### src/rtl/m_memif_pkg.sv
`default_nettype none
// ----------------------------------------------------------------------------
// m_memif_pkg : shared encodings, address map and legality check for m_memif
// Rev 1.0
// ----------------------------------------------------------------------------
package m_memif_pkg;

    localparam logic [1:0] C_OP_W = 2'd0;
    localparam logic [1:0] C_OP_H = 2'd1;
    localparam logic [1:0] C_OP_B = 2'd2;

    localparam logic [4:0] C_EXC_NONE = 5'd0;
    localparam logic [4:0] C_EXC_ADEL = 5'd4;
    localparam logic [4:0] C_EXC_ADES = 5'd5;

    localparam logic [31:0] C_DM_HI   = 32'h0000_2FFF;
    localparam logic [31:0] C_TC0_LO  = 32'h0000_7F00;
    localparam logic [31:0] C_TC0_HI  = 32'h0000_7F0B;
    localparam logic [31:0] C_TC1_LO  = 32'h0000_7F10;
    localparam logic [31:0] C_TC1_HI  = 32'h0000_7F1B;
    localparam logic [31:0] C_TC0_CNT = 32'h0000_7F08;
    localparam logic [31:0] C_TC1_CNT = 32'h0000_7F18;

    localparam int C_TIMEOUT_DEF = 255;

    typedef enum logic [1:0] {
        ST_IDLE = 2'd0,
        ST_REQ  = 2'd1,
        ST_DONE = 2'd2
    } state_t;

    // Timer registers are word-only, and their count registers are read-only.
    function automatic logic addr_illegal(input logic [1:0] op, input logic [31:0] a,
                                          input logic is_store);
        logic in_dm;
        logic in_tc;
        logic misal;
        in_dm = (a <= C_DM_HI);
        in_tc = ((a >= C_TC0_LO) && (a <= C_TC0_HI)) || ((a >= C_TC1_LO) && (a <= C_TC1_HI));
        misal = ((op == C_OP_W) && (a[1:0] != 2'b00)) || ((op == C_OP_H) && a[0]);
        return misal || (op == 2'd3) || !(in_dm || in_tc) || (in_tc && (op != C_OP_W)) ||
               (is_store && ((a == C_TC0_CNT) || (a == C_TC1_CNT)));
    endfunction

endpackage
`default_nettype wire

### src/rtl/m_memif_if.sv
`default_nettype none
// ----------------------------------------------------------------------------
// m_memif_if : external data bus between m_memif (master) and memory (slave)
// Rev 1.0
// ----------------------------------------------------------------------------
interface m_memif_if;
    logic [31:0] bus_addr;
    logic [31:0] bus_wdata;
    logic [3:0]  bus_byteen;
    logic        bus_we;
    logic        bus_req;
    logic        bus_ack;
    logic [31:0] bus_rdata;

    modport master (
        output bus_addr, bus_wdata, bus_byteen, bus_we, bus_req,
        input  bus_ack, bus_rdata
    );

    modport slave (
        input  bus_addr, bus_wdata, bus_byteen, bus_we, bus_req,
        output bus_ack, bus_rdata
    );
endinterface
`default_nettype wire

### src/rtl/m_memif_be.sv
`default_nettype none
// ----------------------------------------------------------------------------
// m_memif_be : store byte-enable generation and lane replication of store data
// Rev 1.0
// ----------------------------------------------------------------------------
module m_memif_be
    import m_memif_pkg::*;
(
    input  logic        is_store,
    input  logic [1:0]  sop,
    input  logic [1:0]  addr_lo,
    input  logic [31:0] wd,
    output logic [3:0]  byteen,
    output logic [31:0] wdata
);

    always_comb begin
        byteen = 4'b0000;
        wdata  = 32'h0;
        if (is_store) begin
            case (sop)
                C_OP_W: begin
                    byteen = 4'b1111;
                    wdata  = wd;
                end
                C_OP_H: begin
                    byteen = addr_lo[1] ? 4'b1100 : 4'b0011;
                    wdata  = {2{wd[15:0]}};
                end
                C_OP_B: begin
                    byteen = 4'b0001 << addr_lo;
                    wdata  = {4{wd[7:0]}};
                end
                default: begin
                    byteen = 4'b0000;
                    wdata  = 32'h0;
                end
            endcase
        end
    end

endmodule
`default_nettype wire

### src/rtl/m_memif.sv
`default_nettype none
// ----------------------------------------------------------------------------
// m_memif : M-stage load/store bus master with stall, timeout and address faults
// Rev 1.0
// ----------------------------------------------------------------------------
module m_memif
    import m_memif_pkg::*;
#(
    parameter int TIMEOUT = C_TIMEOUT_DEF
) (
    input  logic        clk,
    input  logic        reset,
    input  logic        MemRead,
    input  logic        MemWrite,
    input  logic [1:0]  Lop,
    input  logic [1:0]  Sop,
    input  logic [31:0] A,
    input  logic [31:0] WD,
    input  logic        Flush,
    m_memif_if.master   bus,
    output logic [31:0] RD,
    output logic        Stall,
    output logic [4:0]  ExcCode
);

    localparam int CW = (TIMEOUT > 1) ? $clog2(TIMEOUT + 1) : 1;

    state_t        r_state;
    logic [CW-1:0] r_cnt;
    logic          r_abort;
    logic          r_flushed;

    logic          w_op;
    logic          w_illegal;
    logic [3:0]    w_be;
    logic [31:0]   w_wdata;

    assign w_op      = (MemRead | MemWrite) & ~Flush;
    assign w_illegal = addr_illegal(MemWrite ? Sop : Lop, A, MemWrite);

    m_memif_be u_be (
        .is_store (MemWrite),
        .sop      (Sop),
        .addr_lo  (A[1:0]),
        .wd       (WD),
        .byteen   (w_be),
        .wdata    (w_wdata)
    );

    always_comb begin
        Stall   = ~reset & w_op & (r_state != ST_DONE) & ~w_illegal;
        ExcCode = C_EXC_NONE;
        if (!reset) begin
            if ((r_state == ST_IDLE) && w_op && w_illegal) begin
                ExcCode = MemWrite ? C_EXC_ADES : C_EXC_ADEL;
            end else if ((r_state == ST_DONE) && r_abort && !(r_flushed | Flush)) begin
                ExcCode = bus.bus_we ? C_EXC_ADES : C_EXC_ADEL;
            end
        end
    end

    always_ff @(posedge clk) begin
        if (reset) begin
            r_state        <= ST_IDLE;
            r_cnt          <= '0;
            r_abort        <= 1'b0;
            r_flushed      <= 1'b0;
            RD             <= 32'h0;
            bus.bus_addr   <= 32'h0;
            bus.bus_wdata  <= 32'h0;
            bus.bus_byteen <= 4'b0000;
            bus.bus_we     <= 1'b0;
            bus.bus_req    <= 1'b0;
        end else begin
            case (r_state)
                ST_IDLE: begin
                    r_abort   <= 1'b0;
                    r_flushed <= 1'b0;
                    if (w_op && !w_illegal) begin
                        bus.bus_addr   <= {A[31:2], 2'b00};
                        bus.bus_we     <= MemWrite;
                        bus.bus_byteen <= w_be;
                        bus.bus_wdata  <= w_wdata;
                        bus.bus_req    <= 1'b1;
                        r_cnt          <= '0;
                        r_state        <= ST_REQ;
                    end
                end
                ST_REQ: begin
                    if (Flush) begin
                        r_flushed <= 1'b1;
                    end
                    // A flushed instruction still finishes on the bus but its data is dropped.
                    if (bus.bus_ack) begin
                        if (!bus.bus_we && !(r_flushed | Flush)) begin
                            RD <= bus.bus_rdata;
                        end
                        bus.bus_req <= 1'b0;
                        r_state     <= ST_DONE;
                    end else if (r_cnt == CW'(TIMEOUT - 1)) begin
                        r_abort     <= 1'b1;
                        bus.bus_req <= 1'b0;
                        r_state     <= ST_DONE;
                    end else begin
                        r_cnt <= r_cnt + 1'b1;
                    end
                end
                ST_DONE: begin
                    r_state <= ST_IDLE;
                end
                default: begin
                    r_state     <= ST_IDLE;
                    bus.bus_req <= 1'b0;
                end
            endcase
        end
    end

endmodule
`default_nettype wire

### src/flat_wrapper.sv
// flat-port wrapper written by rule: the top's interface ports become plain ports
module m_memif_flat import m_memif_pkg::*;
#(
    parameter int TIMEOUT = C_TIMEOUT_DEF
)
  (clk, reset, MemRead, MemWrite, Lop, Sop, A, WD, Flush, RD, Stall, ExcCode, bus_bus_addr, bus_bus_wdata, bus_bus_byteen, bus_bus_we, bus_bus_req, bus_bus_ack, bus_bus_rdata);
  m_memif_if bus_i ();
  input  logic clk;
  input  logic reset;
  input  logic MemRead;
  input  logic MemWrite;
  input  logic [1:0] Lop;
  input  logic [1:0] Sop;
  input  logic [31:0] A;
  input  logic [31:0] WD;
  input  logic Flush;
  output logic [31:0] RD;
  output logic Stall;
  output logic [4:0] ExcCode;
  output wire logic [$bits(bus_i.bus_addr)-1:0] bus_bus_addr;
  output wire logic [$bits(bus_i.bus_wdata)-1:0] bus_bus_wdata;
  output wire logic [$bits(bus_i.bus_byteen)-1:0] bus_bus_byteen;
  output wire logic [$bits(bus_i.bus_we)-1:0] bus_bus_we;
  output wire logic [$bits(bus_i.bus_req)-1:0] bus_bus_req;
  input wire logic [$bits(bus_i.bus_ack)-1:0] bus_bus_ack;
  input wire logic [$bits(bus_i.bus_rdata)-1:0] bus_bus_rdata;
  assign bus_bus_addr = bus_i.bus_addr;
  assign bus_bus_wdata = bus_i.bus_wdata;
  assign bus_bus_byteen = bus_i.bus_byteen;
  assign bus_bus_we = bus_i.bus_we;
  assign bus_bus_req = bus_i.bus_req;
  assign bus_i.bus_ack = bus_bus_ack;
  assign bus_i.bus_rdata = bus_bus_rdata;
  m_memif #(.TIMEOUT(TIMEOUT)) u_core (.clk(clk), .reset(reset), .MemRead(MemRead), .MemWrite(MemWrite), .Lop(Lop), .Sop(Sop), .A(A), .WD(WD), .Flush(Flush), .bus(bus_i), .RD(RD), .Stall(Stall), .ExcCode(ExcCode));
endmodule
### config.mk
export PLATFORM = sky130hd
export DESIGN_NAME = m_memif_flat
export DESIGN_NICKNAME = d
export VERILOG_FILES = /design/src/rtl/m_memif_pkg.sv /design/src/rtl/m_memif_if.sv /design/src/rtl/m_memif_be.sv /design/src/rtl/m_memif.sv /design/src/flat_wrapper.sv
export SDC_FILE = /design/constraint.sdc
export NUM_CORES = 1
export LEC_CHECK = 0
export CORE_ASPECT_RATIO = 0.9
export CORE_MARGIN = 10
export CORE_UTILIZATION = 43
export DETAILED_ROUTE_END_ITERATION = 8
export GPL_TIMING_DRIVEN = 0
export PLACE_DENSITY_LB_ADDON = 0.05
export SYNTH_ARGS = -nofsm -noshare
export SYNTH_HDL_FRONTEND = slang
export SYNTH_SLANG_ARGS = --single-unit
### constraint.sdc
create_clock -name clk -period 2.2 [get_ports clk]
set_input_delay 0.22 -clock clk [delete_from_list [all_inputs] [get_ports clk]]
set_output_delay 0.22 -clock clk [all_outputs]
set_load 0.02 [all_outputs]
==> results by group, run 1 <==
Status
  – Outcome: complete, but fails checks
  – Failing checks: setup timing

Clocking
  – TritonCTS clock tree: built
  – Worst skew pair latency: 350 ps
  – TritonCTS Buffers: 9
  – Clk pin slew, worst setup/hold paths: 70 ps
  – Clock sinks: 112
  – Max Root-Sink Buffers: 2
  – Root Driver: clkbuf_16
  – Hold buffers post-CTS: 0
  – H-tree depth: 3

Routing
  – Vias/cell: 5.32
  – Detailed-route via count: 5310
  – Total Wirelength: 18200 um
  – Drt pass-1 iters: 5
  – DR WL/cell: 18.2 um
  – ANT nets after route: 0
  – Starting DRT DRC Count: 345
  – Post-route DRC violation count: 0

Min path
  – Worst hold path class: in -> reg
  – Hold Crit Start: A[6]
  – Hold Path Depth: 3
  – Worst Hold End: u_core.bus.bus_addr[6]

Synthesis
  – Distinct cells, synth: 49
  – Synth warn: 0
  – Synth Register Bits: 112
  – Dominant synthesized flop cell: dfxtp_1
  – Sequential area share after synthesis: 0.441
  – Synth Cell Area: 5080 sq um
  – Asr flop ratio synth: 0
  – Synth Instances: 608
  – Synth Area per Inst: 8.36 sq um
  – Post-synth EDFFs: 0

Floorplanning
  – Num rows: 37
  – Ports: 214
  – Die area: 16600 sq um
  – Horiz. Die Dim: 135 um
  – Core Area: 11500 sq um
  – Die Span Y: 123 um
  – Initial core utilization: 0.443

Setup path
  – Worst r2r src: u_core.r_state[1]
  – Required @ worst endpoint: 1980 ps
  – CP Cell Sequence: buf_6 -> or4b_4 -> nor3_4 -> buf_6 -> a211o_4 -> buf_6 -> buf_6 -> nor3_4 -> o32ai_2 -> buf_4
  – Worst Setup Path Type: in -> out
  – Largest fanout on the critical path: 3
  – Cells on worst reg2reg path: 6
  – Worst reg-to-reg setup slack: 250 ps
  – Worst path most repeated cell: buf_6
  – Crit. End Element: output pin
  – Crit path arrival time: 2010 ps
  – Worst setup SP type: input port
  – Worst reg2reg endpoint: u_core.RD[14]
  – Slowest stage cell, crit path: or4b_4
  – CP max stage delay: 540 ps

Placement
  – Placer Congestion: 0.886
  – Placed Instance Area: 7360 sq um
  – DP HPWL: 14300 um
  – IO buf count: 205

STA
  – Period utilization: 1.01
  – Fin. Hold Viols: 0
  – F_max: 448 MHz
  – Setup ws final: -32.1 ps
  – Relative slew slack: 0.513
  – Worst Max-Slew Pin Slew: 731 ps
  – Worst Skew: 3.05 ps
  – RSZ-0062 raised after global routing: yes
  – Setup-failing EPs final: 2
  – Setup TNS: -56.0 ps
  – Min Tclk post-route: 2230 ps
  – Max-slew violation count: 0

Final layout
  – # diodes: 0
  – Register area: 2240 sq um
  – Area of the multi-input gates: 2680 sq um
  – Most common cell after layout, fill and taps aside: clkdlybuf4s50_1
  – Layout cell share with drive strength beyond 1: 0.0973
  – Commonest non-fill, non-tap cells in the layout: clkdlybuf4s50_1 (172), nand2_1 (158), dfxtp_1 (112)
  – Post-route cell area: 7830 sq um
  – Layout overhead on the synthesized area: 54.1%
  – # fillers: 1002
  – Nets: 947

Global routing
  – Largest net degree at the start of global routing: 18
  – Number of global-route vias before repair: 5375
  – Antenna violations before repair: 0
  – Global route overflow: 0
  – GR Util All Layers: 0.210
  – First-pass GRT wire length: 28100 um

Pwr
  – P_int: 0.00316 W
  – Pwr per Cell Area: 529 nW/um^2
  – Pleak: 3.10 nW
  – Power Total: 0.00414 W
  – Worst vdd ir: 0.000427 V
  – Logic pwr share: 0.113
  – Flop pwr share: 0.489
  – Switch share: 0.236
  – Clock share of power: 0.398
  – Psw: 0.000978 W

Flow run
  – Max-cap violations: 0
worst max-delay path by stage:
stage / from / to / slack, ps / cells after the start
5_1_grt: A[5] / Stall / -100 / 7
3_5_place_dp: A[5] / Stall / -1190 / 7
6_report: A[5] / ExcCode[0] / -30 / 10
3_3_place_gp: A[5] / Stall / -1130 / 7
4_1_cts: A[19] / Stall / -40 / 8
2_1_floorplan: A[5] / Stall / 9 / 5
power groups by stage:
stage / sequential (W) / clock, W / combinational, W
4_1_cts: 0.00203 / 0.00167 / 0.000445
5_1_grt: 0.00202 / 0.00174 / 0.000502
6_report: 0.00203 / 0.00165 / 0.000467
2_1_floorplan: 0.00207 / 0 / 0.000188
3_3_place_gp: 0.00207 / 0 / 0.000443
3_5_place_dp: 0.00207 / 0 / 0.000451
timing repair:
| item | 4_1_cts | 5_1_grt |
|---|---|---|
| pin swaps | 13 | 14 |
| setup buffers | 8 | 4 |
| endpoints found under the setup margin | 50 | 101 |
| endpoints found under the hold margin | 0 | 0 |
| gates resized for setup | 73 | 32 |
critical path: cells and delay by family:
family | cells | cell delay (ps)
AND/OR/NAND/NOR | 3 | 830
AO/OA/AOI/OAI | 2 | 340
buffers and inverters | 5 | 620
sequential cells by signal, summed over array words and instances, names as in the netlist:
register and count:
u_core.r_cnt 8, u_core.bus.bus_we 1, u_core.r_flushed 1, u_core.bus.bus_wdata 32
u_core.RD 32, u_core.bus.bus_req 1, u_core.bus.bus_byteen 4, u_core.r_abort 1
u_core.r_state 2, u_core.bus.bus_addr 30
synth_stat cells, drive strengths merged (4+ instances only):
cell	instances	area, sq um
nand2	159	597
nor4	7	58.8
nor2b	4	25.0
o21ai	30	150
a21oi	56	280
clkbuf	36	135
mux2i	57	571
nor3	11	66.3
and3	17	106
o41ai	14	123
nand2b	4	25.0
nand4	16	100
dfxtp	112	2240
nor2	10	37.5
buf	14	111
o22ai	9	56.3
inv	13	48.8
nand3	8	45.0
routing by layer:
| layer | share of wire | GRT usage | up-vias |
|---|---|---|---|
| met5 | 0 | 0 | - |
| met4 | 0.026 | 0.0774 | 0 |
| met3 | 0.082 | 0.0835 | 29 |
| met2 | 0.49 | 0.363 | 179 |
| met1 | 0.40 | 0.230 | 2514 |
| li1 | - | - | 2588 |
layout make-up:
cell class | instances | area share
clock buffer | 10 | 0.0305
inverter | 13 | 0.00623
multi-input combinational | 437 | 0.342
buffer | 49 | 0.0318
sequential | 112 | 0.286
tap | 156 | 0.0249
timing repair buffer | 217 | 0.270
clock inverter | 5 | 0.00719
cell families (layout without fill, tap and decap cells):
| kind of cell | Yosys count | count (layout) | synth area share |
|---|---|---|---|
| other | 1 | 5 | 0.000738 |
| buffers and inverters | 63 | 294 | 0.0581 |
| multiplexers | 59 | 59 | 0.117 |
| AO/OA/AOI/OAI | 128 | 128 | 0.158 |
| adder cells (fa/ha/maj) | 2 | 2 | 0.00492 |
| AND/OR/NAND/NOR | 243 | 243 | 0.220 |
| flip-flops | 112 | 112 | 0.441 |
stage by stage:
stage          hold slack [ps]  utilization  setup WS (ps)  cells
2_1_floorplan              356            -           9.09    612
3_3_place_gp               441        0.641          -1130    973
3_5_place_dp               448        0.641          -1190    973
4_1_cts                    136        0.672          -35.0    995
5_1_grt                    122        0.682           -104    999
6_report                   128        0.682          -32.1    999
No activity file was read; power rests on OpenSTA's default activity.
==> run 2: changes to the inputs <==
Settings changed: ABC_AREA set to 1.
==> run 2 against run 1 <==
Against the previous run:
- the flow now finishes without violations
- power is 2.4% higher
- sequential power barely moved
- first-iteration DRC count increased by 18%
- count of clock-buffer cells in the layout down 1
- core utilization down 0.66 points
- worst hold slack better by 19 ps
- clock power grew 8%
- combinational power is 7.7% lower
- via count increased by 5.6%
- critical path type unchanged
- wire length up 0.31%
==> results by group, run 2 <==
Status
  – Outcome: finished, final reports clean

Synthesis
  – Synth warn: 0
  – Post-synth EDFFs: 0
  – Most frequent cell after synthesis: nor2_1
  – Top-area cell type share of the netlist area: 0.441
  – Dominant synthesized flop cell: dfxtp_1
  – Synth Instances: 733
  – Most frequent cells after synthesis: nor2_1 (144), nand2_1 (118), dfxtp_1 (112)
  – Largest area contributor in the netlist: dfxtp_1
  – Sequential area share after synthesis: 0.441
  – Synth Area per Inst: 6.93 sq um
  – Synth top area cells: dfxtp_1 (44%), nor2_1 (11%), nand2_1 (8.7%)
  – Synth Register Bits: 112
  – Synth Cell Area: 5080 sq um
  – Distinct cells, synth: 29
  – Asr flop ratio synth: 0

Clocking
  – Hold buffers post-CTS: 0
  – Clk pin slew, worst setup/hold paths: 80 ps
  – Clock sinks: 112
  – TritonCTS clock tree: built
  – Worst skew pair latency: 360 ps
  – Root Driver: clkbuf_16
  – H-tree depth: 3
  – TritonCTS Buffers: 9
  – Max Root-Sink Buffers: 2

Setup path
  – Worst r2r src: u_core.r_state[1]
  – Worst setup path end: Stall
  – Required @ worst endpoint: 1980 ps
  – Crit. End Element: output pin
  – Crit path arrival time: 1980 ps
  – Cells on worst reg2reg path: 8
  – Worst Setup Path Type: in -> out
  – Worst reg2reg endpoint: u_core.RD[19]
  – Crit path from: A[7]
  – Worst reg-to-reg setup slack: 230 ps
  – Worst setup SP type: input port
  – Largest fanout on the critical path: 3

Routing
  – ANT nets after route: 0
  – Total Wirelength: 18200 um
  – Vias/cell: 5.01
  – Post-route DRC violation count: 0
  – Starting DRT DRC Count: 408
  – DR WL/cell: 16.3 um
  – Detailed-route via count: 5606
  – Drt pass-1 iters: 5

STA
  – Worst Skew: 5.91 ps
  – RSZ-0062 raised after global routing: yes
  – Worst Max-Slew Pin Slew: 527 ps
  – Max-slew violation count: 0
  – Setup TNS: 0 ps
  – Fin. Hold Viols: 0
  – Min Tclk post-route: 2200 ps
  – Relative slew slack: 0.649
  – F_max: 456 MHz
  – Period utilization: 0.998
  – Setup-failing EPs final: 0

Final layout
  – Nets: 1065
  – Most common cell after layout, fill and taps aside: clkdlybuf4s50_1
  – Post-Layout Cell Count: 1118
  – Commonest non-fill, non-tap cells in the layout: clkdlybuf4s50_1 (198), nor2_1 (140), nand2_1 (114)
  – # fillers: 1048
  – Layout cell share with drive strength beyond 1: 0.0686
  – Layout overhead on the synthesized area: 52.5%
  – Top flop regs: u_core.RD x32, u_core.bus.bus_wdata x32, u_core.bus.bus_addr x30
  – # diodes: 0

Floorplanning
  – Initial core utilization: 0.443
  – Die Span Y: 123 um
  – Die area: 16600 sq um
  – Num rows: 37
  – Core Area: 11500 sq um
  – Ports: 214
  – Horiz. Die Dim: 135 um

Global routing
  – GR Util All Layers: 0.212
  – Antenna violations before repair: 0
  – Met3 usage: 0.0616
  – Met2 Track Usage GR: 0.365
  – Largest net degree at the start of global routing: 23
  – First-pass GRT wire length: 28300 um
  – Met1 GRT Util: 0.254
  – Global route overflow: 0
  – GR peak layer: met2
  – Number of global-route vias before repair: 5435

Placement
  – Placer Congestion: 0.988
  – Placed insts: 1100
  – DP HPWL: 14700 um
  – IO buf count: 207

Pwr
  – Pwr per Cell Area: 547 nW/um^2
  – Pleak: 3.37 nW
  – Worst vdd ir: 0.000568 V

Flow run
  – Max-cap violations: 0

Min path
  – Worst hold path class: in -> reg
==> run 2: changes by cell type after synthesis, sizes merged, moves of 13 or more <==
| cell | before | now |
|---|---|---|
| and3 | 17 | 0 |
| clkbuf | 36 | 23 |
| inv | 13 | 81 |
| mux2i | 57 | 0 |
| nand2 | 159 | 118 |
| nand3 | 8 | 38 |
| nand4 | 16 | 42 |
| nor2 | 10 | 147 |
| o21ai | 30 | 50 |
| o41ai | 14 | 0 |
==> run 2: cell families after synthesis <==
kind of cell	count (synthesis)	synth area share
AO/OA/AOI/OAI	135	0.142
adder cells (fa/ha/maj)	2	0.00492
buffers and inverters	130	0.110
flip-flops	112	0.441
other	1	0.000738
AND/OR/NAND/NOR	353	0.301
==> run 2: worst min path at each step <==
| stage | from | slack [ps] | to | depth (start not counted) |
|---|---|---|---|---|
| after floorplan | A[11] | 350 | u_core.bus.bus_addr[11] | 2 |
| after global placement | u_core.bus.bus_addr[30] | 440 | u_core.bus.bus_addr[30] | 2 |
| after detailed placement | u_core.bus.bus_addr[16] | 450 | u_core.bus.bus_addr[16] | 2 |
| after CTS | reset | 370 | u_core.bus.bus_addr[3] | 3 |
| after global routing | A[13] | 160 | u_core.bus.bus_addr[13] | 3 |
| final | A[13] | 150 | u_core.bus.bus_addr[13] | 3 |
==> run 2: per-stage QoR <==
step / instance area, sq um / utilization / hold slack [ps] / total power, W / setup slack [ps]
after floorplan: 5100 / - / 355 / 0.00224 / 470
after global placement: 7360 / 0.641 / 442 / 0.00249 / -767
after detailed placement: 7360 / 0.641 / 447 / 0.00249 / -732
after CTS: 7690 / 0.669 / 370 / 0.00427 / 34.5
after global routing: 7750 / 0.675 / 163 / 0.00440 / -175
final: 7750 / 0.675 / 147 / 0.00424 / 4.72
==> run 2: layout make-up <==
class | instances | area, sq um | area share
plain buffers | 46 | 246 | 0.0318
well taps | 156 | 195 | 0.0252
flip-flops and latches | 112 | 2240 | 0.289
multi-input cells | 495 | 2330 | 0.301
clock buffers | 9 | 225 | 0.0291
clock inverters | 7 | 105 | 0.0136
inverters | 83 | 312 | 0.0402
repair buffers | 210 | 2090 | 0.270
==> run 2: report_power, final <==
group          internal (W)  leakage [nW]  total (W)    switching, W
clock network      0.000938         0.162    0.00178        0.000846
logic              0.000221          2.30   0.000431        0.000210
registers           0.00202         0.902    0.00202  0.000000000556
total               0.00318          3.37    0.00424         0.00106
==> run 2: critical path: stages <==
cell and delay [ps]:
clkdlybuf4s50_1 440, inv_2 70, nand2_2 80, nor2_4 130, nand2_1 60, nand2_1 60, nand2_1 60, nand2_2 80
nand2_1 70, nand2_2 90, nand4_1 170, nor3_2 250, buf_4 190
==> run 2: metal layers <==
metal | up-vias | wire, um | share of wire
met4 | 0 | 290 | 0.016
met5 | - | 0 | 0
met1 | 2590 | 7710 | 0.42
met2 | 177 | 8820 | 0.48
met3 | 19 | 1420 | 0.078
li1 | 2820 | - | -
==> run 2: timing repair <==
item | in CTS | in global routing
buffers inserted | 0 | 3
resized for setup | 19 | 18
pin swaps | 0 | 6
cloned | 0 | 0
endpoints found under the setup margin | 3 | 33
